File: config.mk
export PLATFORM = sky130hd
export DESIGN_NAME = nibble_serial_subtractor
export DESIGN_NICKNAME = d
export VERILOG_FILES = /design/src/rtl/alu_pkg.sv /design/src/rtl/borrow_select_slice.sv /design/src/rtl/nibble_serial_subtractor.sv
export SDC_FILE = /design/constraint.sdc
export NUM_CORES = 1
export LEC_CHECK = 0
export BUFFER_PORTS_ARGS = -buffer_cell sky130_fd_sc_hd__buf_2
export CELL_PAD_IN_SITES_DETAIL_PLACEMENT = 1
export CELL_PAD_IN_SITES_GLOBAL_PLACEMENT = 1
export CORE_ASPECT_RATIO = 1.2
export CORE_UTILIZATION = 45
export CTS_BUF_LIST = sky130_fd_sc_hd__clkbuf_4 sky130_fd_sc_hd__clkbuf_8
export DETAILED_ROUTE_END_ITERATION = 8
export PLACE_DENSITY_LB_ADDON = 0.12
export SLEW_MARGIN = 20
export SYNTH_ARGS = -nofsm -noshare
export SYNTH_HDL_FRONTEND = slang
export SYNTH_SLANG_ARGS = --single-unit
File: constraint.sdc
create_clock -name clk -period 5.5 [get_ports clk]
set_input_delay 0.275 -clock clk [delete_from_list [all_inputs] [get_ports clk]]
set_output_delay 0.275 -clock clk [all_outputs]
set_load 0.01 [all_outputs]
File: src/rtl/alu_pkg.sv
// Shared ALU definitions: sequencer states and slice geometry for the
// nibble-serial subtractor.
package alu_pkg;

  typedef enum logic [1:0] {
    IDLE = 2'd0,
    RUN  = 2'd1,
    DONE = 2'd2
  } state_t;

  localparam int SLICE_W  = 4;
  localparam int N_SLICES = 16 / SLICE_W;
  localparam int CNT_W    = (N_SLICES > 1) ? $clog2(N_SLICES) : 1;

endpackage

File: src/rtl/borrow_select_slice.sv
// One SLICE_W-bit subtract slice. Both borrow-in candidates are computed up
// front so the late-arriving borrow only drives a 2:1 mux.
module borrow_select_slice #(
  parameter int SLICE_W = 4
) (
  input  logic [SLICE_W-1:0] a,
  input  logic [SLICE_W-1:0] b,
  input  logic               borrow_in,
  output logic [SLICE_W-1:0] diff,
  output logic               borrow_out
);

  // Bit-level ripple subtractor; returns {borrow_out, difference}.
  function automatic logic [SLICE_W:0] ripple_sub(
    input logic [SLICE_W-1:0] x,
    input logic [SLICE_W-1:0] y,
    input logic               bin
  );
    logic [SLICE_W-1:0] d;
    logic               br;
    br = bin;
    for (int i = 0; i < SLICE_W; i++) begin
      d[i] = x[i] ^ y[i] ^ br;
      br   = (~x[i] & y[i]) | (~(x[i] ^ y[i]) & br);
    end
    return {br, d};
  endfunction

  logic [SLICE_W-1:0] diff0;
  logic [SLICE_W-1:0] diff1;
  logic               bo0;
  logic               bo1;

  assign {bo0, diff0} = ripple_sub(a, b, 1'b0);
  assign {bo1, diff1} = ripple_sub(a, b, 1'b1);

  // Incoming borrow picks the matching candidate pair.
  always_comb begin
    diff       = borrow_in ? diff1 : diff0;
    borrow_out = borrow_in ? bo1   : bo0;
  end

endmodule

File: src/rtl/nibble_serial_subtractor.sv
// Multi-cycle W-bit subtractor: op1 - op2 - b_in, one slice per clock,
// LSB slice first, with the borrow carried in a register between slices.
module nibble_serial_subtractor
  import alu_pkg::*;
#(
  parameter int W       = 16,
  parameter int SLICE_W = alu_pkg::SLICE_W
) (
  input  logic         clk,
  input  logic         reset,
  input  logic         in_valid,
  output logic         in_ready,
  input  logic [W-1:0] op1,
  input  logic [W-1:0] op2,
  input  logic         b_in,
  output logic         out_valid,
  input  logic         out_ready,
  output logic [W-1:0] result,
  output logic         b_out,
  output logic         zero,
  output logic         negative,
  output logic         overflow
);

  localparam int NS = W / SLICE_W;
  localparam int CW = (NS > 1) ? $clog2(NS) : 1;
  localparam logic [CW-1:0] LAST = CW'(NS - 1);

  state_t             state;
  logic [W-1:0]       op1_q;
  logic [W-1:0]       op2_q;
  logic               borrow;
  logic [CW-1:0]      cnt;

  logic [SLICE_W-1:0] slice_a;
  logic [SLICE_W-1:0] slice_b;
  logic [SLICE_W-1:0] slice_diff;
  logic               slice_borrow;
  logic [W-1:0]       result_next;

  // Current slice of each captured operand, and the result with it merged in.
  always_comb begin
    slice_a     = op1_q[int'(cnt)*SLICE_W +: SLICE_W];
    slice_b     = op2_q[int'(cnt)*SLICE_W +: SLICE_W];
    result_next = result;
    result_next[int'(cnt)*SLICE_W +: SLICE_W] = slice_diff;
  end

  borrow_select_slice #(
    .SLICE_W(SLICE_W)
  ) u_slice (
    .a         (slice_a),
    .b         (slice_b),
    .borrow_in (borrow),
    .diff      (slice_diff),
    .borrow_out(slice_borrow)
  );

  assign in_ready  = (state == IDLE);
  assign out_valid = (state == DONE);

  // Sequencer: capture in IDLE, one slice per RUN cycle, hold in DONE.
  always_ff @(posedge clk or posedge reset) begin
    if (reset) begin
      state    <= IDLE;
      op1_q    <= '0;
      op2_q    <= '0;
      borrow   <= 1'b0;
      cnt      <= '0;
      result   <= '0;
      b_out    <= 1'b0;
      zero     <= 1'b0;
      negative <= 1'b0;
      overflow <= 1'b0;
    end else begin
      case (state)
        IDLE: begin
          if (in_valid) begin
            op1_q  <= op1;
            op2_q  <= op2;
            borrow <= b_in;
            cnt    <= '0;
            state  <= RUN;
          end
        end
        RUN: begin
          result <= result_next;
          borrow <= slice_borrow;
          cnt    <= cnt + 1'b1;
          if (cnt == LAST) begin
            b_out    <= slice_borrow;
            zero     <= (result_next == '0);
            negative <= result_next[W-1];
            overflow <= (op1_q[W-1] != op2_q[W-1]) &&
                        (result_next[W-1] != op1_q[W-1]);
            state    <= DONE;
          end
        end
        DONE: begin
          if (out_ready) state <= IDLE;
        end
        default: state <= IDLE;
      endcase
    end
  end

endmodule

# == Word level (Yosys, flattened, before mapping) ==
# Cells that the tools add are included.
# totals
in_bits,37
out_inout_bits,22
wordCells,78
regBits,57
# classes
shifts,4
reduce_logical,8
n_eq_ne,8
n_addsub,2
bitwise_logic,35
mux,11
# op_table
operator,n
$neg 4->33,1
$shift 4x33->16 const A,1
$shiftx 4x33->16,1
$shiftx 16x5->4,2
$bwmux 16,1
$logic_not 16->1,1
$and 1x1->1,10
$xor 1x1->1,10
$mux 2,4
$not 1->1,8
$or 1x1->1,7
$pmux 2 s3,1
$reduce_and 2->1,3
$eq 2x2->1 const B,2
$mux 4,1
$ne 2x2->1 const B,2
$pmux 2 s2,1
$reduce_and 3->1,1
$add 2x1->2 const B,1
$eq 2x1->1 const B,1
$logic_not 2->1,1
$mux 1,2
$ne 1x1->1,2
$ne 2x1->1 const B,1
3 further kinds,3

# == Depth between registers and ports, before layout ==
# Gate-level depths: netlist of the first run.
# depth
ltp_word,14
mapped_depth,14
mapped_depth_nobuf,13

# == By module ==
# From an unflattened synthesis of the first run, not the netlist that was laid out.
# unflattened
cells_unflattened,218
hier_area_um2,2760.1
# by_module_without_submodules
module,seq_area_each_um2,cells_per_inst,area_per_inst_um2,instances
nibble_serial_subtractor,1426.4,201,2618.8,1
borrow_select_slice,0.0,17,141.4,1

# == Worst setup path before layout of the first run ==
# No wires, ideal clock.
# synth_path
path_type,register to register
start,register cnt[1]
end,register overflow
t_arrival_ns,3.530
path_buffers,1
setup_ns,0.084
period_less_slack_ns,3.614
stages_incl_launch_ff,14
t_required_ns,5.416
path_slack_ns,1.886
cell_sequence,dfrtp_1 clkbuf_1 mux4_2 ha_1 nand2_1 o21ai_0 fa_1 fa_1 inv_1 fa_1 nor4b_4 mux2i_2 or3b_1 a41oi_2
# synth_via
elab_chain_cells,14
word_cells_on_any_way,39
classes_between,1 x add/sub; 2 x eq/ne; 4 x shift; 2 x mux; 28 x bitwise; 2 x reduce/logical
# synth_lines
element,line_no,text
start: declaration,nibble_serial_subtractor.sv:33,logic [CW-1:0] cnt;
start signal: assignment,nibble_serial_subtractor.sv:89,cnt <= cnt + 1'b1;
"$shiftx 16x5->4, on equally long branches","nibble_serial_subtractor.sv:43, nibble_serial_subtractor.sv:44",
$not 1->1 / $xor 1x1->1 (equally long branches),--,
$and 1x1->1 / $not 1->1 (equally long branches),--,
$or 1x1->1,borrow_select_slice.sv:24,br = (~x[i] & y[i]) | (~(x[i] ^ y[i]) & br);
$and 1x1->1,borrow_select_slice.sv:24,
$or 1x1->1,borrow_select_slice.sv:24,
$and 1x1->1,borrow_select_slice.sv:24,
$or 1x1->1,borrow_select_slice.sv:24,
$xor 1x1->1,borrow_select_slice.sv:23,d[i] = x[i] ^ y[i] ^ br;
$mux 4,borrow_select_slice.sv:39,diff = borrow_in ? diff1 : diff0;
$shiftx 4x33->16,nibble_serial_subtractor.sv:46,result_next[int'(cnt)*SLICE_W +: SLICE_W] = slice_diff;
$bwmux 16,nibble_serial_subtractor.sv:46,
$ne 1x1->1,nibble_serial_subtractor.sv:95,(result_next[W-1] != op1_q[W-1]);
$logic_and 1x1->1,nibble_serial_subtractor.sv:94,overflow <= (op1_q[W-1] != op2_q[W-1]) &&
end signal: assignment,nibble_serial_subtractor.sv:94,
end: declaration,nibble_serial_subtractor.sv:22,output logic overflow
# Several ways; a longest one is shown, not always the timed one.
# A chain may end at the register's enable or synchronous reset.

# == Worst setup path in the final report of the first run ==
# Ends and elaborated chain as after synthesis.

==> impl_metrics.toml, run 1 <==
[outcome]
outcome = "completed"

[floorplan]
die_width_um = 74.1
placeable_core_region_sq_mm = 0.00605
die_height_um = 88.6
floorplan.initialDensity_pct = 46.4
die_area_sq_mm = 0.00657
pin_count = 59
rows = 31

[cts]
postCtsSetupRepairBufs = 0
clk_transition_reported_paths_ns = 0.07
clock-root-buffer = "sky130_fd_sc_hd__clkbuf_8"
postCtsHoldBufs = 0
cts_resized = 0
inserted_clock_buffers = 9
cts.htree.levels = 3
clk_latency_ns = 0.34
tritoncts = "built"
clock_sink_count = 57
clock_tree.buffer_depth = 2

[sta]
maxSlewHeadroom_pct = 51.4
final.setup.worst_slack_ns = 1.66
setup_tns_ns = 0
finClkSkew_ns = 0.00949
min_period_ns = 3.84
worst-slew-pin-transition_ns = 0.730
unrepaired_setup_endpoints_after_global_routing = "false"
hold_violations = 0
finalCritPeriodShare_pct = 69.9
finalSetupViolations = 0
max_freq_ghz = 0.260
timing_max_transition_violations_final = 0

[critical_path]
ff2ff_setup_slack_ns = 1.66
timing.critical_path.from_type = "flip-flop"
critPathMaxStageDelay_ns = 0.65
crit_arrival_ns = 4.10
r2r-start = "cnt[1]"
cp_max_fo = 12
cp_cell_sequence = "mux4_2, ha_1, nand2_1, o21ai_0, fa_1, fa_1, inv_1, fa_1, nor4b_4, mux2i_2, or3b_1, a41oi_2"
reg2reg_to = "overflow"
crit_top_cell = "sky130_fd_sc_hd__fa_1"
worstSetupPathType = "reg2reg"
worst_r2r_path_depth = 12
critical-path-slowest-cell = "sky130_fd_sc_hd__dfrtp_1"
endpoint_kind = "flip-flop"
worst_ep_required_time_ns = 5.76

[routing]
drt-total-wl_um = 6640
drt-initial-drc-count = 104
detailroute.via_count = 2242
wire_per_inst_um = 15.5
post_drt_antenna_nets = 0
drc_errors = 0
dr.pass1.iters = 4
drt-vias-per-instance = 5.24

[grt]
groute.usage.overall_pct = 23.3
grt_max_degree = 58
wire_length_of_the_first_global_routing_pass_um = 11100
first_global_vias = 2382
grt_overflow = 0
antenna_found_initial = 0

[synth]
ys.warnings.count = 0
synth.net_count = 330
synth.yosys.seq_area_share_pct = 50.8
synthTopCellsByCount = "sky130_fd_sc_hd__nand2_1 (120), sky130_fd_sc_hd__dfrtp_1 (57), sky130_fd_sc_hd__inv_1 (11)"
fraction_of_registers_with_async_set_reset_pct = 100
synth.avg_cell_area_sq_um = 9.97
edff_count_synth = 0
synth_cell_types = 37
postSynthCellCount = 282
synth_top_area_share_pct = 50.8
synth-seq-cells = 57
postSynth.topFlopCell = "sky130_fd_sc_hd__dfrtp_1"
synth_top_area_cells = "sky130_fd_sc_hd__dfrtp_1 (51%), sky130_fd_sc_hd__nand2_1 (16%), sky130_fd_sc_hd__mux4_2 (6.4%)"
synthMostInstantiatedCell = "sky130_fd_sc_hd__nand2_1"
synth_area_sq_mm = 0.00281
synth_largest_area_cell = "sky130_fd_sc_hd__dfrtp_1"

[placement]
place_congestion = 0.752
preCtsSetupSlack_ns = 1.70
io_buffers = 58
placed_cells_incl_taps = 412
hpwlAfterDp_um = 4750

[pwr]
power.density_cell_area_mw_per_mm2 = 690
power.clock.fraction_pct = 15.6
power.share.sequential_pct = 32.3
comb_power_share_pct = 52.1
vdd.ir_drop.worst_mv = 0.313
p_sw_share_pct = 44.4
power_switching_uw = 1020
cellLeakagePower_uw = 0.00172
intPower_uw = 1280

[hold_path]
kind_of_path_behind_the_tightest_hold_check = "in2async"

[flow_run]
timing.max_cap.violations = 0

[final_layout]
insertedDiodeCount = 0
total_of_fill_cells_in_the_finished_design = 734
post_layout_nonfiller_instances = 428
drive_above_1_share_pct = 26.9
area.growth.synth_to_final_pct = 18.4
utilization_pct = 55.0
finalNetCount = 389
==> placed cells by master, fill, tap and decap left out, types with 2 or more instances in the layout <==
master                     netlist  layout
sky130_fd_sc_hd__nand2_1       120     120
sky130_fd_sc_hd__buf_2           2      58
sky130_fd_sc_hd__dfrtp_1        57      57
sky130_fd_sc_hd__clkbuf_8        0      11
sky130_fd_sc_hd__inv_1          11      10
sky130_fd_sc_hd__o31ai_1         9       9
sky130_fd_sc_hd__mux4_2          8       8
sky130_fd_sc_hd__ha_1            8       8
sky130_fd_sc_hd__o21ai_0         7       7
sky130_fd_sc_hd__nand2b_1        6       6
sky130_fd_sc_hd__a22o_1          4       4
sky130_fd_sc_hd__nand3b_1        3       3
sky130_fd_sc_hd__a21oi_1         3       3
sky130_fd_sc_hd__nor4_1          3       3
sky130_fd_sc_hd__o22ai_1         3       3
sky130_fd_sc_hd__fa_1            3       3
sky130_fd_sc_hd__clkinv_2        0       3
sky130_fd_sc_hd__buf_4           0       3
sky130_fd_sc_hd__nor2_1          2       2
sky130_fd_sc_hd__o41ai_1         2       2
sky130_fd_sc_hd__nand3_1         2       2
sky130_fd_sc_hd__nor3_1          2       2
sky130_fd_sc_hd__clkbuf_4        0       2
==> logic make-up after synthesis <==
logic type      synth area share (%)
buf+inv                         4.36
compound gates                  8.50
xor+xnor                       0.312
mux                             7.66
fa+ha+maj                       5.70
simple gates                    22.7
flops                           50.8
==> worst max-delay path, delay by kind of cell, from the launching register on <==
family	cells	cell delay, ns
buf+inv	1	0.08
simple gates	3	0.68
compound gates	2	0.30
fa+ha+maj	4	1.50
mux	2	0.55
flops	1	0.65
==> per-stage QoR <==
stage | area, sq um | power [uW] | hold WS, ns
after floorplan | 2810 | 1610 | 0.380
after global placement | 3140 | 1910 | 0.461
after detailed placement | 3140 | 1950 | 0.463
after CTS | 3330 | 2320 | 0.116
after global routing | 3330 | 2490 | 0.122
final | 3330 | 2290 | 0.122
==> final cells by class <==
class | instances | area, sq um | share of cell area (%)
Timing Repair Buffer | 61 | 313 | 9.40
Clock buffer | 13 | 166 | 5.00
Clock inverter | 3 | 15.0 | 0.451
Sequential cell | 57 | 1430 | 42.9
Inverter | 11 | 41.3 | 1.24
Tap cell | 82 | 103 | 3.08
Multi-Input combinational cell | 201 | 1260 | 37.9
==> flip-flops by register name, summed over array words and instances, names as in the netlist <==
name      count
op1_q        16
op2_q        16
result       16
cnt           2
state         2
b_out         1
borrow        1
negative      1
overflow      1
zero          1
==> routing by layer <==
layer | GRT usage (%) | vias up | wire, um
li1 | - | 1065 | -
met1 | 26.5 | 1115 | 2700
met2 | 40.7 | 47 | 3570
met3 | 5.24 | 15 | 207
met4 | 11.5 | 0 | 160
met5 | 0 | - | 0
==> power by group through the flow <==
stage | sequential, uW | clock, uW | combinational (uW)
after floorplan | 726 | 0 | 880
after global placement | 745 | 0 | 1160
after detailed placement | 749 | 0 | 1200
after CTS | 744 | 364 | 1220
after global routing | 768 | 386 | 1340
final | 742 | 358 | 1190
==> how the worst max path moves through the flow <==
stage,from,endpoint,slack [ns],cells past startpoint
2_1_floorplan,cnt[1],overflow,1.89,13
3_3_place_gp,cnt[1],overflow,1.83,12
3_5_place_dp,cnt[1],overflow,1.70,12
4_1_cts,cnt[1],overflow,1.65,12
5_1_grt,cnt[1],overflow,1.46,12
6_report,cnt[1],overflow,1.66,12
Power figures use the tool's default switching activity.
==> run 2, diff against run 1 <==
--- a/config.mk
+++ b/config.mk
@@ -9,7 +9,7 @@
 export CELL_PAD_IN_SITES_DETAIL_PLACEMENT = 1
 export CELL_PAD_IN_SITES_GLOBAL_PLACEMENT = 1
 export CORE_ASPECT_RATIO = 1.2
-export CORE_UTILIZATION = 45
+export CORE_UTILIZATION = 39
 export CTS_BUF_LIST = sky130_fd_sc_hd__clkbuf_4 sky130_fd_sc_hd__clkbuf_8
 export DETAILED_ROUTE_END_ITERATION = 8
 export PLACE_DENSITY_LB_ADDON = 0.12
==> constraint.sdc (replaced) <==
create_clock -name clk -period 3.2 [get_ports clk]
set_input_delay 0.16 -clock clk [delete_from_list [all_inputs] [get_ports clk]]
set_output_delay 0.16 -clock clk [all_outputs]
set_load 0.01 [all_outputs]
==> run 2 against run 1 <==
Maximum frequency grew 12%. Via count grew 1.8%. Count of clock-buffer cells in the layout shrank 3. Largest cell class unchanged. Cell count grew 5.1%. Die area grew 15%. Utilization shrank 3.7 points. Worst hold slack lost 0.11 ns. The run now ends with setup timing left.
==> impl_metrics.toml, run 2 (synthesis gave the netlist of run 1 again) <==
[outcome]
outcome = "finished with violations"
failed_checks = "setup timing"

[cts]
clk_transition_reported_paths_ns = 0.07
clk_latency_ns = 0.35
cts.htree.levels = 3
inserted_clock_buffers = 9
clock-root-buffer = "sky130_fd_sc_hd__clkbuf_8"
tritoncts = "built"
clock_tree.buffer_depth = 2
clock_sink_count = 57

[final_layout]
total_of_fill_cells_in_the_finished_design = 811
drive_above_1_share_pct = 29.5
ff_latch_area_sq_mm = 0.00143
finalNetCount = 406
area.growth.synth_to_final_pct = 25.9
layout_common_cells = "sky130_fd_sc_hd__nand2_1 (119), sky130_fd_sc_hd__buf_2 (58), sky130_fd_sc_hd__dfrtp_1 (57)"
post_layout_nonfiller_instances = 450
most_common_cell_after_layout_fill_and_taps_aside = "sky130_fd_sc_hd__nand2_1"
multiInputGateArea_sq_mm = 0.00128
insertedDiodeCount = 0
top_regs = "op1_q (16), op2_q (16), result (16)"

[sta]
final.setup.worst_slack_ns = -0.222
maxSlewHeadroom_pct = 61.2
max_freq_ghz = 0.292
min_period_ns = 3.42
finClkSkew_ns = 0.00955
timing_max_transition_violations_final = 0
setup_tns_ns = -0.332
worst-slew-pin-transition_ns = 0.582
finalSetupViolations = 2
smallest_hold_slack_ns = 0.0105
hold_violations = 0
finalCritPeriodShare_pct = 107
unrepaired_setup_endpoints_after_global_routing = "true"

[routing]
drc_errors = 0
drt-total-wl_um = 6950
dr.pass1.iters = 4
post_drt_antenna_nets = 0
wire_per_inst_um = 15.4
drt-vias-per-instance = 5.07
drt-initial-drc-count = 128
detailroute.via_count = 2283

[hold_path]
hold_endpoint = "op1_q[6]"
kind_of_path_behind_the_tightest_hold_check = "in2reg"
min_path_cells = 3
worst_hold_startpoint = "op1[6]"

[critical_path]
critical-path-slowest-cell = "sky130_fd_sc_hd__mux4_2"
worst_r2r_path_depth = 12
crit_top_cell = "sky130_fd_sc_hd__fa_2"
critPathTopFamily = "adder cells"
cp_cell_sequence = "mux4_2, ha_2, nand2_2, o21ai_2, fa_2, fa_2, inv_2, fa_2, nor4b_4, mux2i_2, or3b_1, a41oi_2"
reg2reg_to = "overflow"
buf_inv_stages_crit_path = 1
endpoint_kind = "flip-flop"
ff2ff_setup_slack_ns = -0.22
r2r-start = "cnt[0]"
critPathMaxStageDelay_ns = 0.53
cp_max_fo = 3
worstSetupPathType = "reg2reg"
crit_arrival_ns = 3.69
timing.critical_path.from_type = "flip-flop"
worst_ep_required_time_ns = 3.47

[grt]
wire_length_of_the_first_global_routing_pass_um = 11800
grt_overflow = 0
groute.usage.overall_pct = 21.3
first_global_vias = 2409
antenna_found_initial = 0
grt_max_degree = 36

[pwr]
vdd.ir_drop.worst_mv = 0.541
cellLeakagePower_uw = 0.00180
power.density_cell_area_mw_per_mm2 = 1210

[floorplan]
rows = 33
die_width_um = 79.5
floorplan.initialDensity_pct = 40.8
pin_count = 59
die_height_um = 95.0
die_area_sq_mm = 0.00755
placeable_core_region_sq_mm = 0.00690

[flow_run]
timing.max_cap.violations = 0

[placement]
hpwlAfterDp_um = 4880
place_congestion = 0.754
placed_cells_incl_taps = 423
io_buffers = 58
==> run 2: cell count changes in the layout (fill, tap and decap cells not counted), moves of 2 or more <==
cell / delta
sky130_fd_sc_hd__o21ai_2: +2
sky130_fd_sc_hd__o21ai_0: -3
sky130_fd_sc_hd__dlygate4sd3_1: +10
sky130_fd_sc_hd__fa_2: +3
sky130_fd_sc_hd__clkbuf_8: -2
sky130_fd_sc_hd__bufinv_16: +2
sky130_fd_sc_hd__fa_1: -3
sky130_fd_sc_hd__buf_4: +7
==> run 2: area by class of cell <==
cell class / count / share of cell area (%)
clock buffers: 10 / 3.71
clock inverters: 6 / 2.33
inverters: 11 / 1.17
multi-input cells: 201 / 36.2
flip-flops and latches: 57 / 40.3
well taps: 87 / 3.08
repair buffers: 78 / 13.2
==> run 2: how the worst max path moves through the flow <==
stage / end / depth (start not counted) / slack [ns] / from
floorplan: overflow / 13 / -0.37 / cnt[0]
global placement: overflow / 12 / -0.28 / cnt[0]
detailed placement: overflow / 12 / -0.34 / cnt[0]
CTS: overflow / 12 / -0.23 / cnt[0]
global route: overflow / 12 / -0.39 / cnt[0]
finish: overflow / 12 / -0.22 / cnt[0]
==> run 2: metal layers <==
| metal | GRT usage [%] | vias to the layer above | wire [um] |
|---|---|---|---|
| li1 | - | 1092 | - |
| met1 | 24.4 | 1130 | 2980 |
| met2 | 36.9 | 46 | 3560 |
| met3 | 4.44 | 15 | 229 |
| met4 | 11.1 | 0 | 182 |
| met5 | 0 | - | 0 |
==> run 2: timing repair <==
| action | in CTS | in global routing |
|---|---|---|
| hold buffers | 10 | 0 |
| endpoints found under the hold margin | 34 | 0 |
| gates resized for setup | 3 | 1 |
| pin swaps | 3 | 0 |
| setup buffers | 1 | 0 |
| endpoints found under the setup margin | 3 | 6 |
==> run 2: stage by stage <==
step	power (uW)	instance area [sq um]	util, %	worst slack, ns
after floorplan	2830	2830	-	-0.367
after global placement	3490	3210	46.5	-0.276
after detailed placement	3520	3210	46.5	-0.336
after CTS	4320	3530	51.3	-0.233
after global routing	4630	3540	51.3	-0.391
final	4270	3540	51.3	-0.222
==> run 2: power by group <==
part           total, uW  switching [uW]  internal, uW
sequential          1260             222          1040
clock                742             299           443
combinational       2270            1310           961
==> run 2: worst register-to-register path: stages (launching register included) <==
cell and delay [ns]:
sky130_fd_sc_hd__dfrtp_1 0.39, sky130_fd_sc_hd__mux4_2 0.53, sky130_fd_sc_hd__ha_2 0.19, sky130_fd_sc_hd__nand2_2 0.06, sky130_fd_sc_hd__o21ai_2 0.07, sky130_fd_sc_hd__fa_2 0.36, sky130_fd_sc_hd__fa_2 0.35, sky130_fd_sc_hd__inv_2 0.06
sky130_fd_sc_hd__fa_2 0.46, sky130_fd_sc_hd__nor4b_4 0.23, sky130_fd_sc_hd__mux2i_2 0.12, sky130_fd_sc_hd__or3b_1 0.38, sky130_fd_sc_hd__a41oi_2 0.16
